`config.mk`:
```
export PLATFORM = sky130hd
export DESIGN_NAME = rr_merge2_1
export DESIGN_NICKNAME = d
export VERILOG_FILES = /design/src/rtl/rr_merge2_1_pkg.sv /design/src/rtl/rr_merge2_1_fifo.sv /design/src/rtl/rr_merge2_1_mux.sv /design/src/rtl/rr_merge2_1.sv
export SDC_FILE = /design/constraint.sdc
export NUM_CORES = 1
export LEC_CHECK = 0
export CAP_MARGIN = 10
export CORE_AREA = 2 2 119 121
export CTS_CLUSTER_DIAMETER = 40
export DETAILED_ROUTE_END_ITERATION = 7
export DIE_AREA = 0 0 121 123
export PLACE_DENSITY = 0.82
export SYNTH_ARGS = -nofsm -noshare
export SYNTH_HDL_FRONTEND = slang
export SYNTH_SLANG_ARGS = --single-unit
```
`constraint.sdc`:
```
create_clock -name clk -period 5.98 [get_ports clk]
set_clock_uncertainty 0.15 [all_clocks]
set_input_delay 0.598 -clock clk [delete_from_list [all_inputs] [get_ports clk]]
set_output_delay 0.598 -clock clk [all_outputs]
set_load 0.01 [all_outputs]
```
`src/rtl/rr_merge2_1_pkg.sv`:
```
// rr_merge2_1_pkg: shared port-index convention and grant helper for the 2:1 merge
package rr_merge2_1_pkg;
   localparam int PORT_LO = 0;
   localparam int PORT_HI = 1;
   function automatic logic pick_port(input logic [1:0] nonempty, input logic rr_ptr);
      return (nonempty[PORT_LO] & nonempty[PORT_HI]) ? rr_ptr : nonempty[PORT_HI];
   endfunction
endpackage

```
`src/rtl/rr_merge2_1_fifo.sv`:
```
// fifo_sync: single-clock FIFO, no empty or full bypass, async active-high reset
module fifo_sync #(
   parameter int DATA_WIDTH = 32,
   parameter int FIFO_DEPTH = 2
) (
   input  logic                  clk,
   input  logic                  rst,
   input  logic                  push,
   input  logic                  pop,
   input  logic [DATA_WIDTH-1:0] wdata,
   output logic                  full,
   output logic                  empty,
   output logic [DATA_WIDTH-1:0] head
);
   localparam int PW = $clog2(FIFO_DEPTH);
   localparam int CW = PW + 1;
   logic [DATA_WIDTH-1:0] mem [FIFO_DEPTH];
   logic [PW-1:0] wr_ptr, rd_ptr;
   logic [CW-1:0] count;
   logic do_push, do_pop;
   assign full    = count == CW'(FIFO_DEPTH);
   assign empty   = count == '0;
   assign head    = mem[rd_ptr];
   assign do_push = push & ~full;
   assign do_pop  = pop & ~empty;
   // storage array carries no reset; count and pointers define what is valid
   always_ff @(posedge clk) begin
      if (do_push) mem[wr_ptr] <= wdata;
   end
   // pointers wrap naturally because the depth is a power of two
   always_ff @(posedge clk or posedge rst) begin
      if (rst) begin
         wr_ptr <= '0;
         rd_ptr <= '0;
         count  <= '0;
      end else begin
         if (do_push) wr_ptr <= wr_ptr + 1'b1;
         if (do_pop) rd_ptr <= rd_ptr + 1'b1;
         count <= count + CW'(do_push) - CW'(do_pop);
      end
   end
endmodule

```
`src/rtl/rr_merge2_1_mux.sv`:
```
// mux_comb2_1: combinational 2:1 select of a packed pair, zero when not enabled
module mux_comb2_1 #(
   parameter int DATA_WIDTH = 32
) (
   input  logic                    i_cmd,
   input  logic                    i_en,
   input  logic                    i_valid,
   input  logic [2*DATA_WIDTH-1:0] i_data_bus,
   output logic                    o_valid,
   output logic [DATA_WIDTH-1:0]   o_data_bus
);
   assign o_valid    = i_en & i_valid;
   assign o_data_bus = !o_valid ? '0 :
                       i_cmd ? i_data_bus[DATA_WIDTH+:DATA_WIDTH] : i_data_bus[0+:DATA_WIDTH];
endmodule

```
`src/rtl/rr_merge2_1.sv`:
```
// rr_merge2_1: buffered round-robin 2:1 merge with a one-entry output register
module rr_merge2_1
   import rr_merge2_1_pkg::*;
#(
   parameter int DATA_WIDTH = 32,
   parameter int FIFO_DEPTH = 2
) (
   input  logic                    clk,
   input  logic                    rst,
   input  logic [1:0]              i_valid,
   input  logic [2*DATA_WIDTH-1:0] i_data_bus,
   output logic [1:0]              o_ready,
   input  logic                    i_en,
   output logic                    o_valid,
   output logic [DATA_WIDTH-1:0]   o_data_bus,
   input  logic                    i_ready
);
   logic [1:0] full, empty, nonempty, push, pop;
   logic [2*DATA_WIDTH-1:0] heads;
   logic [DATA_WIDTH-1:0] sel_data;
   logic grant, load, sel_valid, rr_ptr;
   assign nonempty = ~empty;
   assign o_ready  = ~full & {2{~rst}};
   assign push     = i_valid & o_ready;
   assign grant    = pick_port(nonempty, rr_ptr);
   assign load     = i_en & (~o_valid | i_ready) & (|nonempty);
   assign pop      = {load & grant, load & ~grant};
   for (genvar k = 0; k < 2; k++) begin : g_fifo
      fifo_sync #(.DATA_WIDTH(DATA_WIDTH), .FIFO_DEPTH(FIFO_DEPTH)) u_fifo (
         .clk   (clk),
         .rst   (rst),
         .push  (push[k]),
         .pop   (pop[k]),
         .wdata (i_data_bus[k*DATA_WIDTH+:DATA_WIDTH]),
         .full  (full[k]),
         .empty (empty[k]),
         .head  (heads[k*DATA_WIDTH+:DATA_WIDTH])
      );
   end
   mux_comb2_1 #(.DATA_WIDTH(DATA_WIDTH)) u_mux (
      .i_cmd      (grant),
      .i_en       (load),
      .i_valid    (1'b1),
      .i_data_bus (heads),
      .o_valid    (sel_valid),
      .o_data_bus (sel_data)
   );
   // output register: load the granted head, otherwise clear once the consumer takes it
   always_ff @(posedge clk or posedge rst) begin
      if (rst) begin
         o_valid    <= 1'b0;
         o_data_bus <= '0;
         rr_ptr     <= 1'b0;
      end else if (sel_valid) begin
         o_valid    <= 1'b1;
         o_data_bus <= sel_data;
         rr_ptr     <= ~grant;
      end else if (o_valid & i_ready) begin
         o_valid    <= 1'b0;
         o_data_bus <= '0;
      end
   end
endmodule

```
## Word-level counts from Yosys, hierarchy flattened

Memories as Yosys holds them, arrays and structs flattened.
Index checks and enable logic that the tools add are counted.
Widths: inputs -> output; s select.

- $add $sub $neg: 8
- Equal/unequal tests: 2
- Muxes and demuxes: 10
- Bitwise operators: 22
- Reduce and logical (&&, ||, !) cells: 4

Operator list:

| kind | number |
|---|---|
| $mux 32 | 3 |
| $and 1x1->1 | 10 |
| $mux 1 | 7 |
| $not 1->1 | 7 |
| $add 1x1->1 const B | 4 |
| $add 2x1->2 | 2 |
| $and 2x2->2 | 2 |
| $eq 2x2->1 const B | 2 |
| $logic_not 2->1 | 2 |
| $not 2->2 | 2 |
| $sub 2x1->2 | 2 |
| $reduce_bool 2->1 | 1 |
| $reduce_or 2->1 | 1 |
| $or 1x1->1 | 1 |

- Register bits after elaboration: 42
- Bits in writable memories: 128
- Input port bits: 70
- Output and inout port bits: 35
- Memories: 2

Memories:

| memory | depth | bits a word | rd ports | clocked after memory_dff | wr ports | line | source |
|---|---|---|---|---|---|---|---|
| g_fifo[0].u_fifo.mem | 2 | 32 | 1 | 0 | 1 | rr_merge2_1_fifo.sv:17 | `logic [DATA_WIDTH-1:0] mem [FIFO_DEPTH];` |
| g_fifo[1].u_fifo.mem | 2 | 32 | 1 | 0 | 1 | rr_merge2_1_fifo.sv:17 |  |

## Depth between registers and ports, before layout

Gate-level depths: netlist of the first run.

- Depth after elaboration: 8
- Mapped depth: 10
- Gate-level depth less buffers: 8

## By module

Synthesis of the first run repeated with hierarchy kept, for this count alone.

- Cells, all modules: 436
- Area total of the unflattened synthesis: 7404.6 µm²

By module, submodules not included:

| module | instances | cells an instance | area an instance (µm²) | seq. area each (µm²) |
|---|---|---|---|---|
| fifo_sync | 2 | 119 | 2666.3 | 2021.9 |
| rr_merge2_1 | 1 | 125 | 1540.2 | 850.8 |
| mux_comb2_1 | 1 | 73 | 531.8 | 0.0 |

## Worst setup path before layout of the first run

OpenSTA, ideal clock, no wires.

- Path kind: input-to-reg
- From: input port rst
- To: memory g_fifo[0].u_fifo.mem[0][0], enable pin
- Library setup time: 421 ps
- Arrival: 3272 ps
- Data required time: 5409 ps
- Path slack: 2137 ps
- Stages: 3
- Path buffers: 0
- Cell sequence: inv_1 > o211ai_1 > nor2_1

- Longest elaborated chain between the ends: 6

Ends and longest elaborated chain:

| element | line | source |
|---|---|---|
| from (decl) | rr_merge2_1.sv:9 | `input logic rst,` |
| $not 1->1 | rr_merge2_1.sv:23 | `assign o_ready = ~full & {2{~rst}};` |
| $and 2x2->2 | rr_merge2_1.sv:23 |  |
| $and 2x2->2 | rr_merge2_1.sv:24 | `assign push = i_valid & o_ready;` |
| $and 1x1->1 | rr_merge2_1_fifo.sv:24 | `assign do_push = push & ~full;` |
| $mux 1 | rr_merge2_1_fifo.sv:28 | `if (do_push) mem[wr_ptr] <= wdata;` |
| $mux 1 (not written as such) | rr_merge2_1_fifo.sv:28 |  |
| to (decl) | rr_merge2_1_fifo.sv:17 |  |

No other way between the ends.

## Worst setup path in the final report of the first run

- From: input port rst
- To: memory g_fifo[0].u_fifo.mem[0][4], enable pin

Same word-level chain as after synthesis.

==> metrics.md, run 1 <==
| Metric | Value |
|---|---|
| Met1 global-route usage | `24.65%` |
| Post CTS Setup Buffer Count | `0` |
| Largest net degree at the start of global routing | `45` |
| CTS-repair resized insts | `0` |
| Sw Pwr | `1.169 mW` |
| Port Buffers | `104` |
| Critical Path RT | `5.86 ns` |
| Core area | `13,610 µm²` |
| Vias in the first global route | `4,063` |
| Ys flop type | `edfxtp_1` |
| Slowest CP cell | `nor2_4` |
| Synth top cells by count | `edfxtp_1 (128), mux2i_1 (64), dfrtp_1 (42)` |
| Max Fclk | `310.8 MHz` |
| Slew of the pin with the lowest slew margin | `1.037 ns` |
| All-Layer GR Usage | `19.52%` |
| Final hold vios | `0` |
| Main combinational cell family by area after synthesis | `compound AO/OA/AOI/OAI gates` |
| Yosys warnings | `0` |
| XOR/XNOR Fraction of Synth Area | `1.049%` |
| Seq/Total Area, Yosys | `73.27%` |
| Crit. Startpoint | `rst` |
| Detail Route Antenna Nets | `0` |
| Clock share of power | `26.5%` |
| CTS max path bufs | `2` |
| Hold buffer count at CTS | `0` |
| CP Buf/Inv Count | `2` |
| Drt first-iter violations | `283` |
| DRC viols | `0` |
| Initial antenna violation count | `0` |
| Hold path start | `g_fifo[1].u_fifo.wr_ptr` |
| Critical Path, Cell by Cell | `clkdlybuf4s50_1, inv_2, o211ai_1, nor2_4` |
| Synth area leader | `edfxtp_1` |
| CP peak stage delay | `0.86 ns` |
| Compound-Gate Fraction of Synth Area | `11.14%` |
| Number of synthesized flops with an enable pin | `128` |
| Pwr/cell area | `451.0 nW/µm²` |
| Cell area after synthesis | `6680 µm²` |
| Die area | `14,880 µm²` |
| P_int | `2.627 mW` |
| Flops & latches, synth | `170` |
| First-pass GRT wire length | `21,500 µm` |
| Post-Place Cells | `628` |
| Max FO, Critical Path | `44` |
| Simple-gate area share of the yosys netlist | `0.9740%` |
| Mux contribution to synthesized area | `9.590%` |
| Die width | `121 µm` |
| Syn_area_per_cell | `18.30 µm²` |
| Final Setup Violations | `0` |
| Drt pass-1 iters | `4` |
| Post-layout minimum cycle time | `3.218 ns` |
| Unrepaired setup endpoints after global routing | `false` |
| Setup slack at placement | `2.298 ns` |
| Total gr overflow | `0` |
| Slew HR | `30.69%` |
| Clock Pin Slew Worst Setup and Hold Paths | `0.06 ns` |
| H-tree Lvls | `4` |
| Syn Nets | `439` |
| CTS tree | `yes` |
| Antenna Cells | `0` |
| Post-DP HPWL | `8638 µm` |
| Root buffer cell | `clkbuf_16` |
| Worst Path Arrival | `3.10 ns` |
| Met3 Use GR | `4.382%` |
| GRT met2 Usage | `33.39%` |
| Async SR Flop Fraction | `24.71%` |
| Most used routing layer | `met2` |
| Post-Synthesis Cells | `365` |
| WL/cell | `21.10 µm` |
| Final setup TNS | `0 ns` |
| Maxcap violations | `0` |
| Slew Limit Fails | `0` |
| Most frequent cell after synthesis | `edfxtp_1` |
| Layout area overhead | `26.00%` |
| Worst setup path class | `in -> reg` |
| Reg-to-Reg Start | `o_valid` |
| Sw frac | `30.80%` |
| Crit path max-delay family | `buffers and inverters` |
| Starting Density | `49.08%` |
| Adder and majority gate portion of the synthesized area | `0.7492%` |
| Setup WS post-layout | `2.762 ns` |
| CP Launch Type | `input pin` |
| WL final | `13,970 µm` |
| Netlist cell types | `27` |
| Vias per inst | `5.580` |
| Leak | `3.051 nW` |
| Final #Nets | `543` |
| Status | `finished, final reports clean` |
| Layout cell share with drive strength beyond 1 | `14.32%` |
| CTS buffer count | `17` |
| Core Rows | `43` |
| Period utilization | `53.81%` |
| I/O pins | `105` |
| Synth area leaders | `edfxtp_1 (58%), dfrtp_1 (16%), mux2i_1 (9.6%)` |
| Die extent in y | `123 µm` |
| RD Place Congestion | `0.7511` |
| Clk_lat worst skew | `0.41 ns` |
| Sequential power share | `47.3%` |
| Area share of the largest cell type after synthesis | `57.54%` |
| Critical Path Sink Type | `flop` |
| Combinational share of power | `26.2%` |
| Clock sinks | `170` |
| Routed via count | `3,694` |
| Fin cells | `662` |
| Max VDD drop | `0.0002087 V` |
| Hold Crit Class | `reg -> reg` |
[through the flow]
stage	hold WS [ns]	instance area (µm²)	power, mW	util [%]
after CTS	0.4066	8374	3.810	61.52
after global placement	0.3795	7815	2.746	57.41
after global routing	0.4190	8417	3.973	61.83
final	0.4047	8417	3.796	61.83
after floorplan	0.3104	6680	2.380	-
after detailed placement	0.3922	7815	2.805	57.41
[area by class of cell]
type	count	area, µm²
fillers	965	5195
inverters	11	41.29
repair buffers	109	1106
well taps	180	225.2
clock buffers	20	466.7
multi-input cells	160	1588
clock inverters	12	92.59
flip-flops and latches	170	4897
[power by group through the flow]
| stage | logic [mW] | clock network [mW] | registers (mW) |
|---|---|---|---|
| final | 0.994 | 1.01 | 1.80 |
| after global routing | 1.08 | 1.07 | 1.82 |
| after detailed placement | 0.980 | 0 | 1.83 |
| after floorplan | 0.687 | 0 | 1.69 |
| after global placement | 0.936 | 0 | 1.81 |
| after CTS | 0.989 | 1.02 | 1.80 |
[per-layer routing]
layer / vias up / routed length [µm]
met2: 119 / 7265
met1: 1886 / 5774
li1: 1679 / -
met3: 10 / 790
met4: 0 / 136
met5: - / 0
[sequential cells by signal (all words and copies together) (netlist names)]
signal,flops
g_fifo.u_fifo.wr_ptr,2
rr_ptr,1
o_valid,1
g_fifo.u_fifo.mem,128
g_fifo.u_fifo.rd_ptr,2
g_fifo.u_fifo.count,4
o_data_bus,32
[path summary, 6_finish.rpt]
check                      depth (start not counted)  slack, ns                         end
max                                                4       2.76  g_fifo[0].u_fifo.mem[0][4]
min                                                1       0.40     g_fifo[1].u_fifo.wr_ptr
max reg2reg                                        8       3.68   g_fifo[0].u_fifo.count[1]
min reg2reg                                        1       0.40     g_fifo[1].u_fifo.wr_ptr
max in group asynchronous                          2       4.37     g_fifo[1].u_fifo.rd_ptr
min in group asynchronous                          2       0.65   g_fifo[1].u_fifo.count[1]
[cells in the final DEF, fill, tap and decap left out, drive strengths merged, types with 7 or more instances in the layout]
master and instances:
o211ai 34, dfrtp 42, o221ai 32, inv 12, clkbuf 20, mux2i 64
clkdlybuf4s50 104, xnor2 8, clkinv 7, edfxtp 128
[logic make-up (layout without fill, tap and decap cells)]
family,count (synthesis),after routing
DFF,170,170
AOI/OAI and AO/OA,73,73
muxes,64,64
buffers and inverters,35,152
and+or+nand+nor,11,11
xor gates and xnor gates,8,8
adders and majority gates,4,4
Note: power is estimated with default switching activity, not from simulation.
==> inputs of run 2 (changes only) <==
==> constraint.sdc (replaced) <==
create_clock -name clk -period 3.2 [get_ports clk]
set_clock_uncertainty 0.15 [all_clocks]
set_input_delay 0.32 -clock clk [delete_from_list [all_inputs] [get_ports clk]]
set_output_delay 0.32 -clock clk [all_outputs]
set_load 0.01 [all_outputs]
==> metrics.md, run 2 (same netlist as run 1, synthesis figures left out) <==
| Metric | Value |
|---|---|
| Unrepaired setup endpoints after global routing | `false` |
| CTS max path bufs | `2 (unchanged)` |
| Area of the multi-input gates | `1588 µm² (unchanged)` |
| WL/cell | `21.88 µm (+3.7%)` |
| Maxcap violations | `0 (unchanged)` |
| Core Rows | `43 (unchanged)` |
| DRC viols | `0 (unchanged)` |
| Detail Route Antenna Nets | `0 (unchanged)` |
| Slew HR | `29.42% (-1.3 points)` |
| Pwr/cell area | `856.2 nW/µm² (+90%)` |
| Vias in the first global route | `4,084 (+0.52%)` |
| Initial antenna violation count | `0 (unchanged)` |
| First-pass GRT wire length | `22,660 µm (+5.4%)` |
| I/O pins | `105 (unchanged)` |
| Drt pass-1 iters | `4 (unchanged)` |
| R2R depth | `8 (unchanged)` |
| Period utilization | `73.05%` |
| RD Place Congestion | `0.7848 (+4.5%)` |
| Max FO, Critical Path | `17 (-61%)` |
| Reg-to-Reg Start | `o_valid` |
| Die area | `14,880 µm² (unchanged)` |
| Critical Path Sink Type | `output port` |
| Total Power | `7.271 mW (+92%)` |
| Worst setup path class | `reg -> out` |
| Register area | `4897 µm² (unchanged)` |
| Reg2reg end | `g_fifo[0].u_fifo.count[1]` |
| Die width | `121 µm (unchanged)` |
| Drt first-iter violations | `356 (+26%)` |
| Slowest CP cell | `dfrtp_1` |
| Starting Density | `49.08% (unchanged)` |
| Final setup TNS | `0 ns (unchanged)` |
| Max VDD drop | `0.0005628 V (+170%)` |
| Slew Limit Fails | `0 (unchanged)` |
| Commonest non-fill, non-tap cells in the layout | `edfxtp_1 (128), clkdlybuf4s50_1 (104), mux2i_1 (64), dfrtp_1 (40), o211ai_1 (34)` |
| Crit path max-delay family | `flip-flops` |
| All-Layer GR Usage | `20.97% (+1.4 points)` |
| CTS-repair resized insts | `0 (unchanged)` |
| Max Fclk | `427.8 MHz` |
| Core area | `13,610 µm² (unchanged)` |
| CP peak stage delay | `0.78 ns (-0.08 ns)` |
| Largest register FFs | `128 (unchanged)` |
| Final core utilization | `62.39% (+0.55 points)` |
| Final hold vios | `0 (unchanged)` |
| Hold Crit Class | `in -> async` |
| Final #Nets | `549 (+1.1%)` |
| Status | `finished, final reports clean` |
| Commonest non-fill, non-tap cell in the layout | `edfxtp_1` |
| Post CTS Setup Buffer Count | `0 (unchanged)` |
| CP Buf/Inv Count | `1 (-1)` |
| Layout cell share with drive strength beyond 1 | `15.16% (+0.85 points)` |
| CTS buffer count | `17 (unchanged)` |
| Root buffer cell | `clkbuf_16` |
| Antenna Cells | `0 (unchanged)` |
| Reg2Reg Setup Slack | `0.93 ns (-2.75 ns)` |
| Leak | `3.098 nW (+1.6%)` |
| Biggest register | `g_fifo.u_fifo.mem` |
| Layout area overhead | `27.12%` |
| WL final | `14,610 µm (+4.6%)` |
| Biggest regs | `g_fifo.u_fifo.mem (128), o_data_bus (32), g_fifo.u_fifo.count (4)` |
| Clock sinks | `170 (unchanged)` |
| Worst Path Arrival | `1.87 ns (-1.23 ns)` |
| Total gr overflow | `0 (unchanged)` |
| Routed via count | `3,740 (+1.2%)` |
| Die extent in y | `123 µm (unchanged)` |
| Clock Pin Slew Worst Setup and Hold Paths | `0.06 ns (about the same)` |
| Critical Path RT | `2.73 ns (-3.13 ns)` |
| Post-DP HPWL | `9179 µm (+6.3%)` |
| Critical Path, Cell by Cell | `clkdlybuf4s50_1` |
| Vias per inst | `5.599 (+0.34%)` |
| Clk_lat worst skew | `0.42 ns (about the same)` |
| CP Launch Type | `flop` |
| Port Buffers | `104 (unchanged)` |
| Post-layout minimum cycle time | `2.338 ns` |
| Hold buffer count at CTS | `0 (unchanged)` |
| Slew of the pin with the lowest slew margin | `1.059 ns (+0.02138 ns)` |
| Fill count | `980 (+1.6%)` |
| Largest net degree at the start of global routing | `34 (-24%)` |
| Final Setup Violations | `0 (unchanged)` |
| CTS tree | `yes` |
| H-tree Lvls | `4 (unchanged)` |
[run 2: cell types whose count changed in the layout (fill, tap and decap cells not counted), moves of 2 or more]
cell and change:
inv_6 +3, clkbuf_8 -2, buf_4 +6, bufinv_16 +2
clkinv_4 -4
[run 2: layout make-up]
cell class / count / area share [%]
Clock inverter: 14 / 1.709
Tap cell: 180 / 2.652
Inverter: 11 / 0.4862
Multi-Input combinational cell: 160 / 18.70
Sequential cell: 170 / 57.67
Timing Repair Buffer: 115 / 13.61
Clock buffer: 18 / 5.172
[run 2: where the power goes]
group | internal, mW | switching (mW)
Combinational | 1.01 | 0.894
Sequential | 2.85 | 0.505
Clock | 1.17 | 0.839
[run 2: how the worst max path moves through the flow]
stage / start / endpoint / slack [ns] / cells past startpoint
6_report: o_valid / o_valid / 0.86 / 1
5_1_grt: o_valid / g_fifo[0].u_fifo.count[1] / 0.77 / 8
4_1_cts: o_valid / o_data_bus[11] / 0.53 / 3
3_5_place_dp: o_valid / o_data_bus[1] / 0.59 / 3
3_3_place_gp: o_valid / o_data_bus[19] / 0.85 / 3
2_1_floorplan: rst / g_fifo[0].u_fifo.mem[0][0] / 0.14 / 3
[run 2: per-stage QoR]
| step | instances | instance area [µm²] | worst slack [ns] | hold slack [ns] |
|---|---|---|---|---|
| floorplan | 365 | 6685 | 0.1431 | 0.2689 |
| global placement | 635 | 7880 | 0.8461 | 0.3707 |
| detailed placement | 635 | 7880 | 0.5886 | 0.3814 |
| CTS | 667 | 8464 | 0.5291 | 0.2110 |
| global route | 668 | 8492 | 0.7734 | 0.2541 |
| finish | 668 | 8492 | 0.8622 | 0.2237 |
[run 2: tightest hold or removal path, cell delays in order]
cell and delay [ns]:
clkdlybuf4s50_1 0.46, inv_2 0.11, buf_4 0.29
[run 2: layer usage]
layer,vias up,track usage [%],wire length [µm]
met5,-,0,0
met4,0,8.866,340
met3,26,5.258,778
met2,136,36.55,7849
met1,1896,24.84,5646
li1,1682,-,-
